File: src/rtl/prog_loader_pkg.sv
// Shared types and constants for the byte-stream program loader.
package prog_loader_pkg;

  localparam int BYTE_W  = 8;
  localparam int RF_REGS = 4;

  typedef enum logic [2:0] {
    IDLE = 3'd0,
    LEN  = 3'd1,
    DATA = 3'd2,
    CHK  = 3'd3,
    DONE = 3'd4,
    ERR  = 3'd5,
    RFI  = 3'd6
  } state_t;

endpackage

File: src/rtl/prog_loader_wr.sv
// Registered write-port stage: an accepted byte and its address become a
// one-cycle write pulse on the following clock. Used for both the
// instruction memory port and the register-file port.
// reset is active-low and asynchronous.
module prog_loader_wr
  import prog_loader_pkg::*;
#(
  parameter int AW = 5
)
(
  input  logic              clk,
  input  logic              reset,
  input  logic              wr_en,
  input  logic [AW-1:0]     wr_addr,
  input  logic [BYTE_W-1:0] wr_data,
  output logic              we,
  output logic [AW-1:0]     addr,
  output logic [BYTE_W-1:0] wdata
);

  // Delay the write request by one cycle; address and data hold between writes.
  always_ff @(posedge clk or negedge reset) begin
    if (!reset) begin
      we    <= 1'b0;
      addr  <= '0;
      wdata <= '0;
    end else begin
      we <= wr_en;
      if (wr_en) begin
        addr  <= wr_addr;
        wdata <= wr_data;
      end
    end
  end

endmodule

File: src/rtl/prog_loader.sv
// Program loader: receives a length byte, N instruction bytes and an XOR
// checksum over a valid/ready stream, writes the instructions to CPU
// instruction memory from address 0 and releases cpu_reset once verified.
// reset is active-low and asynchronous.
// Optional build macro REGFILE_INIT_EN: after a good checksum, four more
// bytes are loaded into R0..R3 through the rf_* port before release.
module prog_loader
  import prog_loader_pkg::*;
#(
  parameter int DEPTH  = 32,
  parameter int ADDR_W = 5
)
(
  input  logic              clk,
  input  logic              reset,
  input  logic              start,
  input  logic              in_valid,
  input  logic [BYTE_W-1:0] in_data,
  output logic              in_ready,
  output logic              mem_we,
  output logic [ADDR_W-1:0] mem_addr,
  output logic [BYTE_W-1:0] mem_wdata,
  output logic              cpu_reset,
  output logic              done,
  output logic              err
`ifdef REGFILE_INIT_EN
  ,
  output logic              rf_we,
  output logic [1:0]        rf_addr,
  output logic [BYTE_W-1:0] rf_wdata
`endif
);

  localparam logic [BYTE_W-1:0] DEPTH_B = BYTE_W'(DEPTH);
  localparam logic [ADDR_W:0]   ONE     = (ADDR_W+1)'(1);

  state_t            state;
  logic [ADDR_W:0]   len;
  logic [ADDR_W:0]   count;
  logic [ADDR_W:0]   count_inc;
  logic [BYTE_W-1:0] acc;
  logic              xfer;
  logic              data_wr;

  // Streaming states accept bytes; everything else leaves the stream untouched.
  assign in_ready  = (state == LEN) || (state == DATA) || (state == CHK) || (state == RFI);
  assign xfer      = in_valid && in_ready;
  assign count_inc = count + ONE;
  assign data_wr   = xfer && (state == DATA);

  prog_loader_wr #(.AW(ADDR_W)) u_mem_wr (
    .clk     (clk),
    .reset   (reset),
    .wr_en   (data_wr),
    .wr_addr (count[ADDR_W-1:0]),
    .wr_data (in_data),
    .we      (mem_we),
    .addr    (mem_addr),
    .wdata   (mem_wdata)
  );

`ifdef REGFILE_INIT_EN
  logic [1:0] rf_count;
  logic       rf_wr;

  assign rf_wr = xfer && (state == RFI);

  prog_loader_wr #(.AW(2)) u_rf_wr (
    .clk     (clk),
    .reset   (reset),
    .wr_en   (rf_wr),
    .wr_addr (rf_count),
    .wr_data (in_data),
    .we      (rf_we),
    .addr    (rf_addr),
    .wdata   (rf_wdata)
  );
`endif

  // Frame-parsing state machine with registered status and CPU reset control.
  always_ff @(posedge clk or negedge reset) begin
    if (!reset) begin
      state     <= IDLE;
      len       <= '0;
      count     <= '0;
      acc       <= '0;
      cpu_reset <= 1'b1;
      done      <= 1'b0;
      err       <= 1'b0;
`ifdef REGFILE_INIT_EN
      rf_count  <= '0;
`endif
    end else begin
      case (state)
        IDLE: begin
          if (start) state <= LEN;
        end
        LEN: begin
          if (xfer) begin
            acc <= in_data;
            if ((in_data == '0) || (in_data > DEPTH_B)) begin
              err   <= 1'b1;
              state <= ERR;
            end else begin
              len   <= in_data[ADDR_W:0];
              count <= '0;
              state <= DATA;
            end
          end
        end
        DATA: begin
          if (xfer) begin
            acc   <= acc ^ in_data;
            count <= count_inc;
            if (count_inc == len) state <= CHK;
          end
        end
        CHK: begin
          if (xfer) begin
            if (in_data == acc) begin
`ifdef REGFILE_INIT_EN
              rf_count  <= '0;
              state     <= RFI;
`else
              cpu_reset <= 1'b0;
              done      <= 1'b1;
              state     <= DONE;
`endif
            end else begin
              err   <= 1'b1;
              state <= ERR;
            end
          end
        end
        RFI: begin
`ifdef REGFILE_INIT_EN
          if (xfer) begin
            rf_count <= rf_count + 2'd1;
            if (rf_count == 2'(RF_REGS - 1)) begin
              cpu_reset <= 1'b0;
              done      <= 1'b1;
              state     <= DONE;
            end
          end
`else
          state <= IDLE;
`endif
        end
        DONE, ERR: begin
          if (start) begin
            done      <= 1'b0;
            err       <= 1'b0;
            count     <= '0;
            acc       <= '0;
            cpu_reset <= 1'b1;
            state     <= LEN;
          end
        end
        default: state <= IDLE;
      endcase
    end
  end

endmodule

File: config.mk
export PLATFORM = sky130hd
export DESIGN_NAME = prog_loader
export DESIGN_NICKNAME = d
export VERILOG_FILES = /design/src/rtl/prog_loader_pkg.sv /design/src/rtl/prog_loader_wr.sv /design/src/rtl/prog_loader.sv
export SDC_FILE = /design/constraint.sdc
export NUM_CORES = 1
export LEC_CHECK = 0
export CAP_MARGIN = 20
export CORE_ASPECT_RATIO = 0.75
export CORE_UTILIZATION = 30
export CTS_CLUSTER_DIAMETER = 40
export DETAILED_ROUTE_END_ITERATION = 12
export REMOVE_ABC_BUFFERS = 1
export SKIP_CTS_REPAIR_TIMING = 1
export SKIP_LAST_GASP = 1
export SLEW_MARGIN = 20
export SYNTH_ARGS = -nofsm -noshare
export SYNTH_HDL_FRONTEND = slang
export SYNTH_SLANG_ARGS = --single-unit
File: constraint.sdc
create_clock -name clk -period 4.87 [get_ports clk]
set_clock_uncertainty 0.2 [all_clocks]
set_input_delay 1.2175 -clock clk [delete_from_list [all_inputs] [get_ports clk]]
set_output_delay 1.2175 -clock clk [all_outputs]
set_load 0.02 [all_outputs]
* Word level (Yosys, flattened, before mapping) *
Cells that the tools add are included.
Widths: inputs -> output; s select.

storage, ports and cells
  word-level logic and storage cells = 81
  flip-flop bits (word level) = 40
  input bits = 12
  output and inout port bits = 18

operators by class
  muxes and demuxes = 30
  reductions and logical operators = 19
  magnitude comparators = 1
  eq/ne operators = 18
  bitwise operators = 2
  add/sub/neg operators = 1

operators with widths
  cell                 count
  $mux 6               4
  $mux 8               3
  $pmux 8 s3           1
  $mux 3               6
  $pmux 6 s3           1
  $ne 2x2->1 const B   6
  $pmux 3 s4           1
  $mux 1               11
  $reduce_and 5->1     2
  $eq 3x3->1 const B   3
  $eq 8x8->1           1
  $gt 8x6->1 const B   1
  $logic_not 8->1      1
  $ne 2x1->1 const B   4
  $reduce_and 4->1     2
  $xor 8x8->8          1
  $add 6x1->6 const B  1
  $eq 3x2->1 const B   2
  $eq 6x6->1           1
  $reduce_and 6->1     1
  $reduce_bool 3->1    2
  $logic_or 1x1->1     4
  $pmux 1 s2           2
  $eq 3x1->1 const B   1
  8 further kinds      9

* Longest topological paths before layout *
  depth after elaboration = 7
  depth in mapped cells = 8
  mapped depth without buffers = 6

* Modules after synthesis *
From an unflattened synthesis, not the netlist that was laid out.

second synthesis, totals
  cells, all modules = 217
  area total of the unflattened synthesis = 2258.4 µm²

by module, submodules not included
  module          seq. area each (µm²)  instances  cells each  area an instance (µm²)
  prog_loader     651.9                 1          189         1712.9
  prog_loader_wr  350.3                 1          28          545.5

* Worst setup path after synthesis *
OpenSTA, ideal clock, no wires.

  path kind = input port to flip-flop
  start = input in_data[1]
  end = register len[1]
  library setup time = 125 ps
  arrival time = 2961 ps
  stages on the path = 5
  path slack = 1584 ps
  required time = 4545 ps
  path buffers = 0
  cell sequence = or4_1 -> o21a_1 -> or4_4 -> nor3_4 -> mux2_2

on the way
  cells in the longest elaborated chain, start to end = 4
  elaborated cells between the ends (all ways) = 5
  classes of those cells = order compare: 1; bitwise: 1; reduce/logical: 3

RTL lines
  element                                        line                text
  from (decl)                                    prog_loader.sv:18   input logic [BYTE_W-1:0] in_data,
  $gt 8x6->1 or $logic_not 8->1 (tied branches)  prog_loader.sv:101  if ((in_data == '0) || (in_data > DEPTH_B)) begin
  $logic_or 1x1->1                               prog_loader.sv:101
  $not 1->1 (no source line)                     n/a
  $reduce_and 3->1 (no source line)              n/a
  to (signal assigned)                           prog_loader.sv:105  len <= in_data[ADDR_W:0];
  to (decl)                                      prog_loader.sv:38   logic [ADDR_W:0] len;

Several ways; a longest one is shown, not always the timed one.
A chain may end at the register's enable or synchronous reset.

* Worst setup path after layout *
  start = input in_data[1]
  end = register len[4]

on the way
  cells in the longest elaborated chain, start to end = 4
  elaborated cells between the ends (all ways) = 5
  classes of those cells = order compare: 1; bitwise: 1; reduce/logical: 3

RTL lines
  element                                        line
  $gt 8x6->1 or $logic_not 8->1 (tied branches)  prog_loader.sv:101
  $logic_or 1x1->1 *                             prog_loader.sv:101
  $not 1->1 (no source line) *                   n/a
  $reduce_and 3->1 (no source line) *            n/a

Every way passes the cells marked *; elsewhere a longest branch is shown, timed or not.

==> run metrics <==
status=complete, no violations; Crit-path slowest cell=or4_1; setup TNS=0 ns; reg2reg path depth=4; relative slew slack=0.392; Ant. Diodes=0; reg2reg setup slack=2.02 ns; Period Utilization, post-route=0.757; die width=99.5 um; vias per cell=between 5 and 6; P&R area growth vs syn=23.8%; Hold Path Depth=2; Final Critical Period=3.69 ns; GP Congestion=0.781; RSZ-0062 raised after global routing=false; clock net sink count=40; I/O Pins=30; Detail Route Antenna Nets=0; top cells by count, synth=39 x dfrtp_1, 30 x nand2_1, 20 x mux2_2; crit path launch type=input pin; # setup viols final=0; TritonCTS buffer count=5; number of synthesized register bits=40; register area share after synthesis=0.469; Static Leak=1.05 nW; met3 usage=0.0334; f_max=271 MHz; Crit path largest cell delay=roughly 0.60 ns; initial antenna violation count=0; nets@finish=252; Hold EP=cpu_reset; final hold slack=0.280 ns; CP max FO=7; worst r2r src=state[1]; Most used DFF post-synth=dfrtp_1; via count=1712; Clock Tree Buf Depth=2; share of post-route cells with drive strength above 1=0.154; FP Rows=26; Max Cap Viol=0; final WL=4880 um; Buf/Inv on CP=1; first-pass GRT wire length=8370 um; DP HPWL=3370 um; CTS clk-pin slew, worst paths=0.08 ns; met1 Usage GRT=0.205; cell count after synthesis=213; final hold vios=0; hold path startpoint=cpu_reset; Post-synth EDFFs=0; worst-margin pin slew=0.912 ns; CTS Root Cell=clkbuf_8; worst r2r dst=u_mem_wr.wdata[5]; DRC errors left=0; total track usage=0.146; vias in the first global route=1642; largest delay contributor family on the critical path=simple AND/OR/NAND/NOR gates; htree depth=2; largest net degree at the start of global routing=41; VDD IR max=around 0.32 mV; die area=0.00747 mm^2; synthesis warning total=0; GRT overflow=0; most common cell in the netlist=dfrtp_1; Synth top area share=0.457; ys async rst share=1.00; critical path cell sequence=clkdlybuf4s50_1 -> or4_1 -> o21a_1 -> or4_4 -> nor3_4 -> mux2_2; Max Slew Vio Count=0; Post-Synthesis Cell Area=0.00214 mm^2; Worst Setup End Kind=flop; Port-buffer cells=29; Yosys top cell by area=dfrtp_1; initial core utilization=0.311; detailed router's first-iteration violation count=slightly below 90; Setup CP Type=input pin to flop; worst skew pair latency=0.28 ns; PwrDens=577 mW/mm^2; CP required=roughly 4.8 ns; class of the worst hold path=flop to flop; TritonCTS clock tree=built; Syn Area/Cell=between 10 and 15 um^2; Avg WL per Cell=14.4 um; Die Y=about 75 um; critical path arrival=3.66 ns; largest cells by area after synthesis=dfrtp_1 46%, mux2_2 11%, nand2_1 5.3%; distinct cell type count after synthesis=38; Initial DRT Pass Iterations=5; met2 Track Usage GR=0.237; grt peak-use layer=met2; CORE AREA=0.00686 mm^2
[worst reg2reg max path, stage by stage, from the launching register on]
cell	delay (ns)
dfrtp_1	0.83
nor2b_1	0.74
and3_1	0.28
buf_4	0.32
mux2_2	0.38
[stage by stage]
step | setup WS, ns | util | cells | power [mW] | instance area [um^2]
floorplan | 1.58 | - | 200 | 0.986 | 2090
global placement | 0.932 | 0.367 | 330 | 1.22 | 2520
detailed placement | 0.876 | 0.367 | 330 | 1.24 | 2520
CTS | 1.18 | 0.385 | 338 | 1.54 | 2650
global route | 1.11 | 0.385 | 338 | 1.64 | 2650
finish | 1.18 | 0.385 | 338 | 1.53 | 2650
[sequential cells by signal, summed over array words and instances (netlist names)]
signal / count
acc: 8
u_mem_wr.wdata: 8
count: 6
len: 6
u_mem_wr.addr: 5
state: 3
cpu_reset: 1
done: 1
err: 1
u_mem_wr.we: 1
[cell usage in the layout, fill, tap and decap left out, types with 2 or more instances in the layout]
cell	instances
clkbuf_8	7
or3_1	2
inv_1	2
or2_2	2
a31oi_1	4
o21a_1	2
a41oi_1	2
nor2_1	7
buf_4	3
and3_1	2
mux2_2	20
a22oi_1	8
a21oi_1	7
nand3_1	14
xor2_1	5
nand4_1	2
nor3_1	4
o21ai_0	4
xnor2_1	11
dfrtp_1	39
nor2b_1	9
nand2_1	30
clkdlybuf4s50_1	28
o221ai_1	8
[cell families after synthesis]
kind of cell | synth area share
compound gates | 0.142
xor+xnor | 0.0656
fa+ha+maj | 0.00585
buf+inv | 0.0263
flops | 0.469
mux | 0.105
simple gates | 0.186
[power breakdown]
group / total, mW / switching, mW / internal, mW
Combinational: 0.633 / 0.317 / 0.316
Clock: 0.298 / 0.117 / 0.181
Sequential: 0.596 / 0.146 / 0.450
[metal layers]
metal  part of all wire  up-vias
li1                   -      829
met1               0.52      831
met2               0.42       46
met3              0.045        6
met4             0.0064        0
met5                  0        -
[final cells by class]
cell class                      count  area, um^2
Fill cell                         692        4220
Clock inverter                      1        30.0
Sequential cell                    40        1000
Multi-Input combinational cell    158        1080
Tap cell                           98         123
Timing Repair Buffer               32         308
Clock buffer                        7        96.3
Inverter                            2        7.51
[worst max path at each step]
stage	cells past startpoint	endpoint	start	slack, ns
global route	6	len[5]	in_data[2]	1.11
finish	6	len[4]	in_data[1]	1.18
detailed placement	6	len[5]	in_data[1]	0.88
global placement	6	len[3]	in_data[2]	0.93
CTS	6	len[4]	in_data[1]	1.18
floorplan	5	len[0]	in_data[1]	1.58
No activity file was read; power rests on OpenSTA's default activity.
